`src/rtl/wb_intercon.sv`:
```
// wb_intercon: single-master Wishbone interconnect.
// Decodes the top SEL_W address bits into one of NUM_SLAVES one-hot slave strobes, then returns
// a registered ACK with the selected slave's read data. An access that hits an unmapped index,
// or whose slave stays silent for TIMEOUT strobe cycles, completes with a one-cycle ERR instead.
//
// Ports
//   clk_i, rst_i             clock; asynchronous active-low reset
//   stb_i/we_i/adr_i/dat_i   master request (stb_i held until ack_o or err_o)
//   dat_o/ack_o/err_o        registered master response
//   slv_stb_o               one-hot slave strobes
//   slv_we_o/slv_adr_o/slv_dat_o  registered request copies towards the slaves
//   slv_dat_i/slv_ack_i     slave read data (slave k at [k*DAT_W +: DAT_W]) and acks
//   err_cnt_o/last_err_adr_o  error statistics
//
// Optional feature: define WB_ICON_STATS_EN to build the saturating error counter and the
// last-error address capture. Otherwise both outputs are tied to zero.
module wb_intercon #(
  parameter int unsigned NUM_SLAVES = 12,
  parameter int unsigned ADR_W      = 8,
  parameter int unsigned DAT_W      = 8,
  parameter int unsigned SEL_W      = 4,
  parameter int unsigned TIMEOUT    = 255
) (
  input  logic                        clk_i,
  input  logic                        rst_i,
  input  logic                        stb_i,
  input  logic                        we_i,
  input  logic [ADR_W-1:0]            adr_i,
  input  logic [DAT_W-1:0]            dat_i,
  output logic [DAT_W-1:0]            dat_o,
  output logic                        ack_o,
  output logic                        err_o,
  output logic [NUM_SLAVES-1:0]       slv_stb_o,
  output logic                        slv_we_o,
  output logic [ADR_W-SEL_W-1:0]      slv_adr_o,
  output logic [DAT_W-1:0]            slv_dat_o,
  input  logic [NUM_SLAVES*DAT_W-1:0] slv_dat_i,
  input  logic [NUM_SLAVES-1:0]       slv_ack_i,
  output logic [7:0]                  err_cnt_o,
  output logic [ADR_W-1:0]            last_err_adr_o
);

  localparam int unsigned WdW = (TIMEOUT > 0) ? $clog2(TIMEOUT + 1) : 1;

  typedef enum logic [1:0] {StIdle, StBusy, StResp} state_e;

  state_e                  state_q;
  logic [ADR_W-1:0]        adr_q;
  logic [WdW-1:0]          wd_q;
  logic [SEL_W-1:0]        req_idx;
  logic [SEL_W-1:0]        idx_q;
  logic                    req_mapped;
  logic [NUM_SLAVES-1:0]   req_onehot;
  logic                    hit_ack;
  logic [DAT_W-1:0]        rd_data;
  logic                    wd_expired;

  assign req_idx   = adr_i[ADR_W-1 -: SEL_W];
  assign idx_q     = adr_q[ADR_W-1 -: SEL_W];
  assign slv_adr_o = adr_q[ADR_W-SEL_W-1:0];

  // Request decode uses the live address; ack/data select uses the latched index so master
  // activity during BUSY cannot disturb the access in flight.
  always_comb begin
    req_mapped = 1'b0;
    req_onehot = '0;
    hit_ack    = 1'b0;
    rd_data    = '0;
    for (int k = 0; k < NUM_SLAVES; k++) begin
      if (req_idx == SEL_W'(k)) begin
        req_mapped    = 1'b1;
        req_onehot[k] = 1'b1;
      end
      if (idx_q == SEL_W'(k)) begin
        hit_ack = slv_ack_i[k];
        rd_data = slv_dat_i[k*DAT_W +: DAT_W];
      end
    end
  end

  // wd_q counts completed BUSY cycles; the TIMEOUT-th silent cycle is the last one.
  assign wd_expired = (TIMEOUT != 0) && (wd_q == WdW'(TIMEOUT - 1));

  always_ff @(posedge clk_i or negedge rst_i) begin
    if (!rst_i) begin
      state_q   <= StIdle;
      adr_q     <= '0;
      wd_q      <= '0;
      dat_o     <= '0;
      ack_o     <= 1'b0;
      err_o     <= 1'b0;
      slv_stb_o <= '0;
      slv_we_o  <= 1'b0;
      slv_dat_o <= '0;
    end else begin
      ack_o <= 1'b0;
      err_o <= 1'b0;
      unique case (state_q)
        StIdle: begin
          if (stb_i) begin
            adr_q     <= adr_i;
            slv_we_o  <= we_i;
            slv_dat_o <= dat_i;
            wd_q      <= '0;
            if (req_mapped) begin
              slv_stb_o <= req_onehot;
              state_q   <= StBusy;
            end else begin
              err_o   <= 1'b1;
              dat_o   <= '0;
              state_q <= StResp;
            end
          end
        end
        StBusy: begin
          // An ack on the final watchdog cycle takes priority over the timeout.
          if (hit_ack) begin
            dat_o     <= rd_data;
            ack_o     <= 1'b1;
            slv_stb_o <= '0;
            state_q   <= StResp;
          end else if (wd_expired) begin
            dat_o     <= '0;
            err_o     <= 1'b1;
            slv_stb_o <= '0;
            state_q   <= StResp;
          end else if (TIMEOUT != 0) begin
            wd_q <= wd_q + 1'b1;
          end
        end
        StResp: begin
          dat_o   <= '0;
          state_q <= StIdle;
        end
        default: state_q <= StIdle;
      endcase
    end
  end

`ifdef WB_ICON_STATS_EN
  logic [7:0]       err_cnt_q;
  logic [ADR_W-1:0] last_err_q;

  // adr_q is stable through RESP, so it is the full address of the failed access.
  always_ff @(posedge clk_i or negedge rst_i) begin
    if (!rst_i) begin
      err_cnt_q  <= '0;
      last_err_q <= '0;
    end else if (err_o) begin
      if (err_cnt_q != 8'hFF) err_cnt_q <= err_cnt_q + 8'd1;
      last_err_q <= adr_q;
    end
  end

  assign err_cnt_o      = err_cnt_q;
  assign last_err_adr_o = last_err_q;
`else
  assign err_cnt_o      = '0;
  assign last_err_adr_o = '0;
`endif

endmodule

```
`config.mk`:
```
export PLATFORM = sky130hd
export DESIGN_NAME = wb_intercon
export DESIGN_NICKNAME = d
export VERILOG_FILES = /design/src/rtl/wb_intercon.sv
export SDC_FILE = /design/constraint.sdc
export NUM_CORES = 1
export LEC_CHECK = 0
export BUFFER_PORTS_ARGS = -buffer_cell sky130_fd_sc_hd__buf_4
export CAP_MARGIN = 20
export CORE_MARGIN = 2
export CORE_UTILIZATION = 37
export CTS_CLUSTER_DIAMETER = 80
export CTS_CLUSTER_SIZE = 24
export DETAILED_ROUTE_END_ITERATION = 10
export GPL_TIMING_DRIVEN = 0
export PLACE_DENSITY_LB_ADDON = 0.2
export RECOVER_POWER = 100
export SLEW_MARGIN = 40
export SYNTH_ARGS = -nofsm -noshare
export SYNTH_HDL_FRONTEND = slang
export SYNTH_SLANG_ARGS = --single-unit
```
`constraint.sdc`:
```
create_clock -name clk_i -period 2.5 [get_ports clk_i]
set_input_delay 0.5 -clock clk_i [delete_from_list [all_inputs] [get_ports clk_i]]
set_output_delay 0.5 -clock clk_i [all_outputs]
set_load 0.03 [all_outputs]
```
==> results.txt <==
Status: finished clean
Cts bufs inserted: 5
CTS max path bufs: 2
Die W: 100 µm
Data required time of the worst path: 2.74 ns
Internal power: 2690 µW
First-pass GRT wire length: 17.2 mm
Synth async-reset ratio: 100%
Io pins: 179
Yosys warning count: 0
Netlist cell types: 57
Final WS setup: 0.0760 ns
Drt total wl: 11.0 mm
Slew at the pin closest to its max-slew limit: 1.19 ns
Setup TNS: 0 ns
N_diodes: 0
Post-synth EDFFs: 0
Synth Flop Type: dfrtp_1
FILL cells: 899
Arrival time worst endpoint: 2.66 ns
Worst clock skew: 0.00737 ns
Clk sink count: 49
Sequential Area: 1230 µm²
Final Net Count: 668
Worst Hold Class: input pin to async pin
F_max: 413 MHz
Vias per cell: 5.48
Post-synthesis sequential area ratio: 35.6%
Cell with the most instances after synthesis: dfrtp_1
Layout area overhead: 40.4%
Share of the synthesized area in the top cell type: 35.6%
Placed inst area: 4860 µm²
Die Area: 10,100 µm²
Tcrit/Tclk final: 97.0%
Root Buffer: clkbuf_8
Largest net degree at the start of global routing: 50
Startpoint types: flip-flop
CTS tree: yes
I/O Buffers: 162
Top cells by area, synth: dfrtp_1 36%, mux2_2 6.9%, mux2i_1 5.8%
Post-Synthesis Mean Instance Area: 9.73 µm²
Net Sw Frac: 47.6%
Sequential share of power: 23.2%
Crit Path Max Fanout: 10
P_leak: 0.00228 µW
Clk pwr share: 9.8%
Final Non-Filler Cells: 650
Routed WL per cell: 16.9 µm
Slew Limit Fails: 0
Placer Congestion: 0.850
Worst slew margin: 20.4%
Worst-path clk slew: 0.10 ns
Final instance area: 4840 µm²
Antenna violations before repair: 0
RSZ-0062 raised after global routing: yes
Final setup viols: 0
Critical Path Sink Type: flip-flop
Post-route ant nets: 0
Die height: 100 µm
DR DRC count: 0
DR pass1 iterations: 5
Core area: 9150 µm²
Post-Synthesis Cells: 354
GRT overflow: 0
Max-cap violations: 0
Logic pwr share: 67.0%
WS Path Type: flip-flop to flip-flop
CTS H-tree lvls: 2
WHS: 0.420 ns
FF-to-FF setup slack: 0.08 ns
Vias: 3,565
Tmin final: 2.42 ns
Final hold vios: 0
Cell taking the most area after synthesis: dfrtp_1
Share of cells above drive strength 1: 37.8%
Placed insts: 642
Pre-CTS worst setup slack: -0.0517 ns
Insertion delay to the later sink of the worst-skew pair: 0.30 ns
Area occupied by multi-input gates: 1950 µm²
Pwr dens: 1060 nW/µm²
Top cells by count, synth: 49 x dfrtp_1, 22 x buf_4, 21 x mux2_2, 20 x mux2i_1, 19 x nand2_1
Sw Pwr: 2450 µW
GRT Util Overall: 21.7%
Iteration-0 DRC Markers: 197
Vias in the first global route: 3,491
Synth Register Bits: 49
Post-CTS Setup Bufs: 0
Initial Utilization: 37.6%
Cell area after synthesis: 3440 µm²
Row count: 35
Dpl hpwl: 8.76 mm
Worst IR drop on VDD: 0.000650 V
## cell usage in the layout (no fill, tap or decap), drive strengths merged, types with 3 or more instances in the layout
cell type	n
and3	6
inv	7
nor2b	11
nor3	9
mux2	21
nand2	19
a22o	17
a31oi	5
buf	155
nor2	15
conb	16
a32o	6
nand2b	9
a211oi	4
a311oi	3
mux2i	20
o221ai	3
o22ai	6
nor3b	4
nand3	7
o2bb2ai	4
dfrtp	49
a21oi	18
clkbuf	62
mux4	6
nand4	7
o21ai	17
## timing repair
item | in CTS | in global routing
hold buffers | 0 | 0
hold endpoints to repair | 0 | 0
setup endpoints to repair | 3 | 11
gates resized for setup | 1 | 7
## sequential cells by signal (all words and copies together) (netlist names)
name       count
wd_q           8
adr_q          8
slv_stb_o     12
ack_o          1
err_o          1
dat_o          8
slv_we_o       1
state_q        2
slv_dat_o      8
## cell type report
| class | instances | share of cell area (%) |
|---|---|---|
| clock buffers | 6 | 1.71 |
| flip-flops and latches | 49 | 25.3 |
| plain buffers | 49 | 6.54 |
| repair buffers | 162 | 22.4 |
| clock inverters | 2 | 0.336 |
| well taps | 111 | 2.87 |
| multi-input cells | 265 | 40.4 |
| inverters | 6 | 0.466 |
## stage by stage
stage,total power (µW),utilization (%)
final,5150,52.9
after global routing,5530,52.9
after CTS,5310,54.2
after detailed placement,4780,53.1
after global placement,4750,53.1
after floorplan,3720,-
## path summary, 6_finish.rpt
| kind | cells after the start | from | end |
|---|---|---|---|
| hold / removal | 1 | rst_i | ack_o$_DFF_PN0_ |
| setup reg to reg | 9 | adr_q[5]$_DFFE_PN0P_ | dat_o[2]$_DFFE_PN0P_ |
| setup / recovery | 9 | adr_q[5]$_DFFE_PN0P_ | dat_o[2]$_DFFE_PN0P_ |
| max in group asynchronous | 1 | rst_i | dat_o[2]$_DFFE_PN0P_ |
| hold reg to reg | 1 | wd_q[5]$_DFFE_PN0P_ | wd_q[5]$_DFFE_PN0P_ |
| min in group clk_i | 2 | dat_i[2] | slv_dat_o[2]$_DFFE_PN0P_ |
## logic make-up (layout without fill, tap and decap cells)
logic type               after synthesis  count (layout)  share of synthesized area (%)
AO/OA/AOI/OAI                        102             102                           22.2
adder cells (fa/ha/maj)                2               2                          0.726
buffers and inverters                 55             225                           9.37
flip-flops                            49              49                           35.6
multiplexers                          47              47                           16.6
other                                  1              16                          0.109
AND/OR/NAND/NOR                       98              98                           15.4
## power groups by stage
stage	logic [µW]	clock network, µW	registers (µW)
2_1_floorplan	2240	0	1480
3_3_place_gp	3540	0	1200
3_5_place_dp	3570	0	1210
4_1_cts	3580	526	1200
5_1_grt	3730	570	1230
6_report	3450	504	1190
## critical path, stage by stage (launching register included)
cell	delay (ns)
dfrtp_1	0.39
buf_4	0.19
clkbuf_4	0.24
buf_2	0.25
clkbuf_4	0.27
a21oi_1	0.06
a2111oi_0	0.48
a21oi_1	0.11
a21oi_1	0.22
a22o_1	0.15
## layer usage
layer / vias to the layer above / wire, µm / track usage [%] / part of all wire (%)
met5: - / 0 / 0 / 0
met4: 0 / 137 / 4.43 / 1.2
met3: 10 / 992 / 6.24 / 9.0
met2: 157 / 5450 / 37.4 / 50
met1: 1726 / 4400 / 27.1 / 40
li1: 1672 / - / - / -
Power figures use the tool's default switching activity.
